File: src/rtl/conv_cfg_pkg.sv
// Shared constants for the converter configuration sequencer:
// entry layout, FSM encoding and the default register-write table.
package conv_cfg_pkg;

  localparam int ENTRY_W    = 34;
  localparam int E_TGT      = 33;
  localparam int E_VFY      = 32;
  localparam int E_ADDR_LSB = 16;
  localparam int E_DATA_LSB = 0;

  localparam logic TGT_ADC = 1'b0;
  localparam logic TGT_DAC = 1'b1;

  localparam logic [15:0] RD_FLAG = 16'h8000;

  localparam logic [2:0] S_DELAY = 3'd0;
  localparam logic [2:0] S_ISSUE = 3'd1;
  localparam logic [2:0] S_WAIT  = 3'd2;
  localparam logic [2:0] S_READ  = 3'd3;
  localparam logic [2:0] S_RWAIT = 3'd4;
  localparam logic [2:0] S_NEXT  = 3'd5;
  localparam logic [2:0] S_DONE  = 3'd6;
  localparam logic [2:0] S_ERROR = 3'd7;

  // ADC reg 1: software reset
  localparam logic [ENTRY_W-1:0] ENT_ADC_RST =
    {TGT_ADC, 1'b0, 16'h0001, 16'h0080};
  // ADC reg 3: 2-lane output mode
  localparam logic [ENTRY_W-1:0] ENT_ADC_LANE =
    {TGT_ADC, 1'b0, 16'h0003, 16'h0001};
  // DAC reg 0, read back
  localparam logic [ENTRY_W-1:0] ENT_DAC_R0 =
    {TGT_DAC, 1'b1, 16'h0000, 16'h0020};
  // DAC reg 2, read back
  localparam logic [ENTRY_W-1:0] ENT_DAC_R2 =
    {TGT_DAC, 1'b1, 16'h0002, 16'h0000};

  // Unused slots repeat the idempotent lane-mode write, never the reset.
  function automatic logic [ENTRY_W-1:0] cfg_entry(
    input logic [7:0] i
  );
    logic [ENTRY_W-1:0] e;
    case (i)
      8'd0:    e = ENT_ADC_RST;
      8'd1:    e = ENT_ADC_LANE;
      8'd2:    e = ENT_DAC_R0;
      8'd3:    e = ENT_DAC_R2;
      default: e = ENT_ADC_LANE;
    endcase
    return e;
  endfunction

endpackage

File: src/rtl/conv_cfg_rom.sv
// Combinational lookup of table index to 34-bit write entry.
// Indices past the table end read as all-zero.
module conv_cfg_rom
  import conv_cfg_pkg::*;
#(
  parameter int N_ENTRIES = 8
) (
  input  logic [7:0]         idx_i,
  output logic [ENTRY_W-1:0] entry_o
);

  localparam logic [8:0] N_L = 9'(N_ENTRIES);

  // Table read, guarded against out-of-range indices
  always_comb begin
    entry_o = '0;
    if ({1'b0, idx_i} < N_L) begin
      entry_o = cfg_entry(idx_i);
    end
  end

endmodule

File: src/rtl/converter_config_sequencer.sv
// Plays a fixed register-write table into the LTC2195 / AD9783
// command ports, verifying selected DAC writes with bounded retry.
module converter_config_sequencer
  import conv_cfg_pkg::*;
#(
  parameter int N_ENTRIES   = 8,
  parameter int GAP_CYCLES  = 512,
  parameter int START_DELAY = 1024,
  parameter int MAX_RETRY   = 3
) (
  input  logic        clk_in,
  input  logic        rst_in,
  input  logic        start_in,
  output logic        adc_cmd_trig_out,
  output logic [15:0] adc_cmd_addr_out,
  output logic [15:0] adc_cmd_data_out,
  output logic        dac_cmd_trig_out,
  output logic [15:0] dac_cmd_addr_out,
  output logic [15:0] dac_cmd_data_out,
  input  logic [15:0] dac_rdata_in,
  output logic        busy_out,
  output logic        done_out,
  output logic        error_out,
  output logic [7:0]  err_index_out
);

  localparam int CNT_MAX =
    (GAP_CYCLES > START_DELAY) ? GAP_CYCLES : START_DELAY;
  localparam int CW = $clog2(CNT_MAX + 1);
  localparam int RW = $clog2(MAX_RETRY + 1);

  localparam logic [CW-1:0] DLY_LIM   = CW'(START_DELAY - 1);
  localparam logic [CW-1:0] GAP_LIM   = CW'(GAP_CYCLES - 1);
  // One cycle shorter when S_NEXT follows, so triggers stay GAP+1 apart
  localparam logic [CW-1:0] GAP_LIM_S = CW'(GAP_CYCLES - 2);
  localparam logic [7:0]    LAST_IDX  = 8'(N_ENTRIES - 1);
  localparam logic [RW-1:0] RTY_LAST  = RW'(MAX_RETRY - 1);

  logic [2:0]    state_q, state_d;
  logic [CW-1:0] cnt_q, cnt_d;
  logic [RW-1:0] retry_q, retry_d;
  logic [7:0]    idx_q, idx_d;
  logic          adc_trig_q, adc_trig_d;
  logic [15:0]   adc_addr_q, adc_addr_d;
  logic [15:0]   adc_data_q, adc_data_d;
  logic          dac_trig_q, dac_trig_d;
  logic [15:0]   dac_addr_q, dac_addr_d;
  logic [15:0]   dac_data_q, dac_data_d;
  logic          busy_q, busy_d;
  logic          done_q, done_d;
  logic          err_q, err_d;
  logic [7:0]    err_idx_q, err_idx_d;

  logic [ENTRY_W-1:0] entry;
  logic               is_dac;
  logic               vfy;
  logic [15:0]        ent_addr;
  logic [15:0]        ent_data;
  logic [CW-1:0]      wait_lim;
  logic               rd_match;
  logic               rdata_unused;

  conv_cfg_rom #(
    .N_ENTRIES(N_ENTRIES)
  ) u_rom (
    .idx_i  (idx_q),
    .entry_o(entry)
  );

  assign is_dac   = entry[E_TGT];
  assign vfy      = is_dac & entry[E_VFY];
  assign ent_addr = entry[E_ADDR_LSB +: 16];
  assign ent_data = entry[E_DATA_LSB +: 16];
  assign wait_lim = vfy ? GAP_LIM : GAP_LIM_S;
  assign rd_match = dac_rdata_in[7:0] == ent_data[7:0];
  assign rdata_unused = ^dac_rdata_in[15:8];

  // Sequencer next-state, counters and registered bus outputs
  always_comb begin
    state_d    = state_q;
    cnt_d      = cnt_q;
    retry_d    = retry_q;
    idx_d      = idx_q;
    adc_trig_d = 1'b0;
    adc_addr_d = adc_addr_q;
    adc_data_d = adc_data_q;
    dac_trig_d = 1'b0;
    dac_addr_d = dac_addr_q;
    dac_data_d = dac_data_q;
    busy_d     = busy_q;
    done_d     = done_q;
    err_d      = err_q;
    err_idx_d  = err_idx_q;
    case (state_q)
      S_DELAY: begin
        if (cnt_q == DLY_LIM) begin
          cnt_d   = '0;
          state_d = S_ISSUE;
        end else begin
          cnt_d = cnt_q + 1'b1;
        end
      end
      S_ISSUE: begin
        cnt_d   = '0;
        state_d = S_WAIT;
        if (is_dac) begin
          dac_trig_d = 1'b1;
          dac_addr_d = ent_addr;
          dac_data_d = ent_data;
        end else begin
          adc_trig_d = 1'b1;
          adc_addr_d = ent_addr;
          adc_data_d = ent_data;
        end
      end
      S_WAIT: begin
        if (cnt_q == wait_lim) begin
          cnt_d   = '0;
          state_d = vfy ? S_READ : S_NEXT;
        end else begin
          cnt_d = cnt_q + 1'b1;
        end
      end
      S_READ: begin
        dac_trig_d = 1'b1;
        dac_addr_d = ent_addr | RD_FLAG;
        dac_data_d = '0;
        cnt_d      = '0;
        state_d    = S_RWAIT;
      end
      S_RWAIT: begin
        if (cnt_q == GAP_LIM) begin
          cnt_d = '0;
          if (rd_match) begin
            state_d = S_NEXT;
          end else if (retry_q < RTY_LAST) begin
            retry_d = retry_q + 1'b1;
            state_d = S_ISSUE;
          end else begin
            state_d   = S_ERROR;
            err_d     = 1'b1;
            busy_d    = 1'b0;
            err_idx_d = idx_q;
          end
        end else begin
          cnt_d = cnt_q + 1'b1;
        end
      end
      S_NEXT: begin
        retry_d = '0;
        if (idx_q == LAST_IDX) begin
          state_d = S_DONE;
          done_d  = 1'b1;
          busy_d  = 1'b0;
        end else begin
          idx_d   = idx_q + 8'd1;
          state_d = S_ISSUE;
        end
      end
      S_DONE, S_ERROR: begin
        if (start_in) begin
          done_d    = 1'b0;
          err_d     = 1'b0;
          err_idx_d = '0;
          idx_d     = '0;
          retry_d   = '0;
          busy_d    = 1'b1;
          state_d   = S_ISSUE;
        end
      end
      default: state_d = S_DELAY;
    endcase
  end

  // State and output registers with synchronous reset
  always_ff @(posedge clk_in) begin
    if (rst_in) begin
      state_q    <= S_DELAY;
      cnt_q      <= '0;
      retry_q    <= '0;
      idx_q      <= '0;
      adc_trig_q <= 1'b0;
      adc_addr_q <= '0;
      adc_data_q <= '0;
      dac_trig_q <= 1'b0;
      dac_addr_q <= '0;
      dac_data_q <= '0;
      busy_q     <= 1'b1;
      done_q     <= 1'b0;
      err_q      <= 1'b0;
      err_idx_q  <= '0;
    end else begin
      state_q    <= state_d;
      cnt_q      <= cnt_d;
      retry_q    <= retry_d;
      idx_q      <= idx_d;
      adc_trig_q <= adc_trig_d;
      adc_addr_q <= adc_addr_d;
      adc_data_q <= adc_data_d;
      dac_trig_q <= dac_trig_d;
      dac_addr_q <= dac_addr_d;
      dac_data_q <= dac_data_d;
      busy_q     <= busy_d;
      done_q     <= done_d;
      err_q      <= err_d;
      err_idx_q  <= err_idx_d;
    end
  end

  assign adc_cmd_trig_out = adc_trig_q;
  assign adc_cmd_addr_out = adc_addr_q;
  assign adc_cmd_data_out = adc_data_q;
  assign dac_cmd_trig_out = dac_trig_q;
  assign dac_cmd_addr_out = dac_addr_q;
  assign dac_cmd_data_out = dac_data_q;
  assign busy_out         = busy_q;
  assign done_out         = done_q;
  assign error_out        = err_q;
  assign err_index_out    = err_idx_q;

endmodule

File: config.mk
export PLATFORM = sky130hd
export DESIGN_NAME = converter_config_sequencer
export DESIGN_NICKNAME = d
export VERILOG_FILES = /design/src/rtl/conv_cfg_pkg.sv /design/src/rtl/conv_cfg_rom.sv /design/src/rtl/converter_config_sequencer.sv
export SDC_FILE = /design/constraint.sdc
export NUM_CORES = 1
export LEC_CHECK = 0
export CORE_MARGIN = 5
export CORE_UTILIZATION = 47
export DETAILED_ROUTE_END_ITERATION = 16
export PLACE_DENSITY = 0.93
export SETUP_SLACK_MARGIN = 0.2
export SLEW_MARGIN = 0
export SYNTH_ARGS = -nofsm -noshare
export SYNTH_HDL_FRONTEND = slang
export SYNTH_SLANG_ARGS = --single-unit
File: constraint.sdc
create_clock -name clk_in -period 2.85 [get_ports clk_in]
set_clock_uncertainty 0.15 [all_clocks]
set_input_delay 0.4275 -clock clk_in [delete_from_list [all_inputs] [get_ports clk_in]]
set_output_delay 0.4275 -clock clk_in [all_outputs]
set_load 0.01 [all_outputs]
## Word-level counts from Yosys, hierarchy flattened

Cells that the tools add are included.

- $add $sub $neg: 3
- Order comparisons: 2
- Equality and inequality tests: 24
- Muxes and demuxes: 48
- Bitwise gates (word level): 3
- Reductions and logical operators: 18

Operator list:

| operator | count |
|---|---|
| 34-bit one-hot mux with 3 select lines | 1 |
| 16-bit one-hot mux with 2 select lines | 2 |
| 11-bit one-hot mux with 4 select lines | 1 |
| 8-bit two-way mux | 5 |
| 34-bit two-way mux | 1 |
| 11-bit two-way mux | 3 |
| 16-bit two-way mux | 2 |
| 8-bit one-hot mux with 2 select lines | 2 |
| 3-bit two-way mux | 8 |
| 3-bit one-hot mux with 7 select lines | 1 |
| 2-bit inequality test, second input constant | 10 |
| 8-bit by 2-bit equality test with 1-bit output, second input constant | 2 |
| 1-bit two-way mux | 13 |
| 3-bit equality test, second input constant | 4 |
| 11-bit by 1-bit adder with 11-bit output, second input constant | 1 |
| 11-bit by 10-bit equality test with 1-bit output, second input constant | 1 |
| 11-bit by 9-bit equality test with 1-bit output | 1 |
| 11-bit by 9-bit equality test with 1-bit output, second input constant | 1 |
| 5-bit AND reduction | 2 |
| 8-bit by 1-bit adder with 8-bit output, second input constant | 1 |
| 8-bit by 3-bit equality test with 1-bit output, second input constant | 1 |
| 8-bit equality test | 1 |
| 8-bit zero test | 1 |
| 8-bit by 4-bit less-than comparator with 1-bit output, second input constant | 1 |
| 19 further kinds | 32 |

- Flip-flop bits (word level): 101
- Bits of input ports: 19
- Output and inout port bits: 77
- Logic and storage cells: 112

## Longest topological paths before layout

- Depth in word-level cells: 8
- Mapped depth: 9
- Depth with buffers taken out: 8

## Modules after synthesis

From an unflattened synthesis, not the netlist that was laid out.

- Cell total of the unflattened synthesis: 529
- Area, all modules: 4410.5 um^2

Modules (own cells, without submodules):

| module | instances | cells an instance | area each (um^2) | seq. area each (um^2) |
|---|---|---|---|---|
| converter_config_sequencer | 1 | 488 | 4111.4 | 2021.9 |
| conv_cfg_rom | 1 | 41 | 299.0 | 0.0 |

## Worst setup path after synthesis

Ideal clock, no wire load.

- Kind: register to register
- Start point: reg idx_q[0]
- End point: reg state_q[1]
- Setup time: 0.117 ns
- Data arrival time: 2.215 ns
- Data required time: 2.583 ns
- Setup slack: 0.368 ns
- Stages on the path, launching flop included: 9
- Path through: dfxtp_1 -> inv_1 -> ha_1 -> nor4bb_1 -> a31o_1 -> a32oi_1 -> or4_1 -> a41o_1 -> a32o_1

- Word-level cells in the longest chain between the ends: 8
- Elaborated cells between the ends (all ways): 19
- Those cells by class: order compare (1); eq/ne (6); mux (9); bitwise (1); reduce/logical (2)

Ends and longest elaborated chain:

| item | line | RTL |
|---|---|---|
| start, declared | converter_config_sequencer.sv:42 | `logic [7:0] idx_q, idx_d;` |
| start signal, assigned | converter_config_sequencer.sv:196 | `idx_q <= idx_d;` |
| parallel branches: the longest is 8 deep, another holds 8-bit by 4-bit less-than comparator with 1-bit output | n/a |  |
| end signal, assigned | converter_config_sequencer.sv:193 | `state_q <= state_d;` |
| end, declared | converter_config_sequencer.sv:39 | `logic [2:0] state_q, state_d;` |

Several ways; the timed one is not identified. The select of a mux whose other input is x is not followed.
A chain may end at the register's enable or synchronous reset.

## Worst setup path after layout

- Start point: reg idx_q[6]
- End point: reg state_q[1]

The elaborated chain is that of the path after synthesis.

==> summary.md <==
| Metric | Value |
|---|---|
| CP required | 2.91 ns |
| Endpoint class of the critical path | flop |
| Drt first-iter violations | 267 |
| Hpwl dp | 5566 µm |
| Post-DRT Antenna Nets | 0 |
| PwrDens | 422.5 nW/µm² |
| Hold Fails Final Rpt | 0 |
| Crit path launch type | flop |
| Worst flop-to-flop path startpoint | idx_q[6]$_SDFFE_PP0P_ |
| Max FO, Critical Path | 5 |
| # fillers | 541 |
| Area Growth Syn to Fin | 13.56% |
| FMAX | 395.2 MHz |
| Max-cap violations | 0 |
| Post-Synth XOR/XNOR Area | 0.02858 |
| Mean post-synth cell area | 8.064 µm² |
| Setup crit start | idx_q[6]$_SDFFE_PP0P_ |
| Via/cell ratio | 5.740 |
| Clock Latency Late Sink | 0.31 ns |
| Clock transition at the registers of the reported paths | 0.09 ns |
| Post-Synth Simple-Gate Area | 0.2462 |
| IO Count | 96 |
| Worst setup path end | state_q[1]$_SDFFE_PP0P_ |
| Avg WL per Cell | 15.48 µm |
| Overflow after GRT | 0 |
| Port Buffers | 34 |
| Slowest cell delay on critical path | 0.55 ns |
| Instance count on the critical path | 6 |
| HP Class | flop to flop |
| Antenna diodes | 0 |
| CTS buffer count | 5 |
| Die W | 90.75 µm |
| Fraction of synthesized area in multiplexers | 0.04328 |
| CP max stage cell | or4_1 |
| Buf+Inv Stages, Crit Path | 0 |
| DIE AREA | 8235 µm² |
| Initial core utilization | 0.4826 |
| CTS tree | built |
| Comb pwr share | 0.071 |
| Synth Area in Adders | 0.01633 |
| Main combinational cell family by area after synthesis | simple AND/OR/NAND/NOR gates |
| Share of cells above drive strength 1 | 0.09135 |
| Num Clock Sinks | 48 |
| Most frequent cells in the layout | conb_1, nand2_1, dfxtp_1 |
| Async SR Flop Fraction | 0 |
| EDFF count, synth | 0 |
| Sw Ratio | 0.2169 |
| Max-slew headroom | 0.6029 |
| Run status | finished clean |
| Final worst setup slack | 0.3199 ns |
| Gpl congestion | 0.9808 |
| Final std cells w/o fill | 493 |
| First-pass GRT wire length | 12750 µm |
| Final setup fails | 0 |
| Cell family with most CP delay | simple AND/OR/NAND/NOR gates |
| Core region area | 6350 µm² |
| DRC | 0 |
| Tcrit/Tclk final | 0.8878 |
| CP Cell Sequence | nor4_4 -> nand2_1 -> o21a_1 -> or4_1 -> a41o_1 -> a32o_1 |
| Sequential Power Share | 0.466 |
| CTS root buffer | clkbuf_8 |
| Clock share of power | 0.463 |
| H-tree Lvls | 2 |
| Maximum root-to-sink buffer count | 2 |
| Via count | 2830 |
| Yosys warns | 0 |
| #FFs+latches synth | 48 |
| Cells on worst reg2reg path | 6 |
| Number of detailed-route iterations in the first pass | 5 |
| Total global-route track usage | 0.1811 |
| Final WL | 7631 µm |
| Slew Limit Fails | 0 |
| Die H | 90.75 µm |
| Dpl cells | 483 |
| Setup_tns | 0 ns |
| Placement Setup Slack | 0.05263 ns |
| Worst R2R End | state_q[1]$_SDFFE_PP0P_ |
| Rows | 29 |
| Pin count of the biggest net entering global routing | 17 |
| Max VDD drop | 0.3581 mV |
| Leakage power | 1.325 nW |
| Post-layout minimum cycle time | 2.530 ns |
| Compound-Gate Fraction of Synth Area | 0.1825 |
| Cell Area, Synth | 3064 µm² |
| Cell internal pwr | 0.001151 W |
| Syn Inst Count | 380 |
| Net count, final | 438 |
| Slew @ Worst Pin | 0.5934 ns |
| WS Path Type | flop to flop |
| Synth cell types | 65 |
| Initial antenna violation count | 0 |
| Seq/Total Area, Yosys | 0.3136 |
| Commonest non-fill, non-tap cell in the layout | conb_1 |
| Vias in the first global route | 2802 |
| Ys flop type | dfxtp_1 |
| Reg2Reg Setup Slack | 0.32 ns |
| RSZ-0062 raised after global routing | no |
| Switching pwr | 0.0003189 W |
| Worst Path Arrival | 2.59 ns |
## cell families after synthesis
family	Yosys count
compound gates	77
xor+xnor	10
fa+ha+maj	4
buf+inv	78
flops	48
mux	13
other cells	1
simple gates	149
## metal layers
layer	part of all wire	GRT usage	vias up	wire length [µm]
met5	0	0	-	0
met4	0.030	0.08561	0	228
met3	0.080	0.03583	31	611
met2	0.51	0.3226	171	3912
met1	0.38	0.2044	1329	2878
li1	-	-	1299	-
## how the worst min path moves through the flow
stage | slack (ns) | from | cells after the start | to
6_report | 0.32 | err_index_out[7]$_SDFFE_PP0P_ | 2 | err_index_out[7]$_SDFFE_PP0P_
2_1_floorplan | 0.32 | cnt_q[4]$_SDFFE_PP0P_ | 2 | cnt_q[4]$_SDFFE_PP0P_
4_1_cts | 0.32 | err_index_out[7]$_SDFFE_PP0P_ | 2 | err_index_out[7]$_SDFFE_PP0P_
3_3_place_gp | 0.29 | err_index_out[0]$_SDFFE_PP0P_ | 2 | err_index_out[0]$_SDFFE_PP0P_
3_5_place_dp | 0.30 | err_index_out[3]$_SDFFE_PP0P_ | 2 | err_index_out[3]$_SDFFE_PP0P_
5_1_grt | 0.34 | err_index_out[6]$_SDFFE_PP0P_ | 2 | err_index_out[6]$_SDFFE_PP0P_
## worst min-delay path: cells and delay by family (launching register included)
family	cells	cell delay (ns)
mux	1	0.05
flops	1	0.32
simple gates	1	0.05
## registers in the layout, summed over array words and instances, names as in the netlist
name and cells:
cnt_q 11, err_index_out 8, idx_q 8, adc_cmd_data_out 3, dac_cmd_addr_out 3, dac_cmd_data_out 3, state_q 3, adc_cmd_addr_out 2
retry_q 2, adc_cmd_trig_out 1, busy_out 1, dac_cmd_trig_out 1, done_out 1, error_out 1
## power by group through the flow
stage          Combinational, W  Sequential (W)  Clock [W]
4_1_cts                0.000101        0.000685   0.000685
3_5_place_dp          0.0000999        0.000701          0
6_report               0.000104        0.000685   0.000681
3_3_place_gp          0.0000979        0.000700          0
2_1_floorplan          0.000120        0.000700          0
5_1_grt                0.000114        0.000687   0.000711
## what timing repair did
action / 4_1_cts / 5_1_grt
setup endpoints to repair: 0 / 21
resized for setup: 0 / 5
setup buffers: 0 / 2
hold buffers: 0 / 0
## area by class of cell
class | count | area [µm²] | share of cell area
flip-flops and latches | 48 | 962.2 | 0.2765
inverters | 7 | 26.28 | 0.007551
repair buffers | 47 | 437.9 | 0.1259
well taps | 77 | 96.34 | 0.02769
clock inverters | 3 | 90.09 | 0.02589
multi-input cells | 306 | 1798 | 0.5167
clock buffers | 5 | 68.82 | 0.01978
## synthesized netlist by cell type, types with 3 or more instances
library cell	count	area share
ha_1	4	0.016
nor3_1	7	0.011
xnor2_1	4	0.011
o21ai_0	9	0.015
inv_1	7	0.0086
o211ai_1	4	0.0098
clkbuf_1	13	0.016
buf_6	3	0.011
or3_1	7	0.014
nand2b_1	4	0.0082
nand4_1	9	0.018
xor2_1	6	0.017
nor2_1	37	0.045
dfxtp_1	48	0.31
a21oi_1	17	0.028
buf_4	53	0.13
and3_1	4	0.0082
mux2i_1	11	0.036
nor4_1	3	0.0061
a32oi_1	5	0.014
nand2_1	50	0.061
nand3_1	8	0.013
o21ai_1	9	0.015
or2_2	3	0.0061
a21o_1	4	0.0098
## per-stage QoR
stage	area [µm²]	hold slack, ns	utilization	total power (W)
2_1_floorplan	3259	0.3168	-	0.0008200
3_3_place_gp	3289	0.2948	0.5180	0.0007982
3_5_place_dp	3289	0.3020	0.5180	0.0008006
4_1_cts	3448	0.3192	0.5431	0.001471
5_1_grt	3480	0.3441	0.5480	0.001511
6_report	3480	0.3154	0.5480	0.001470
Power figures use the tool's default switching activity.
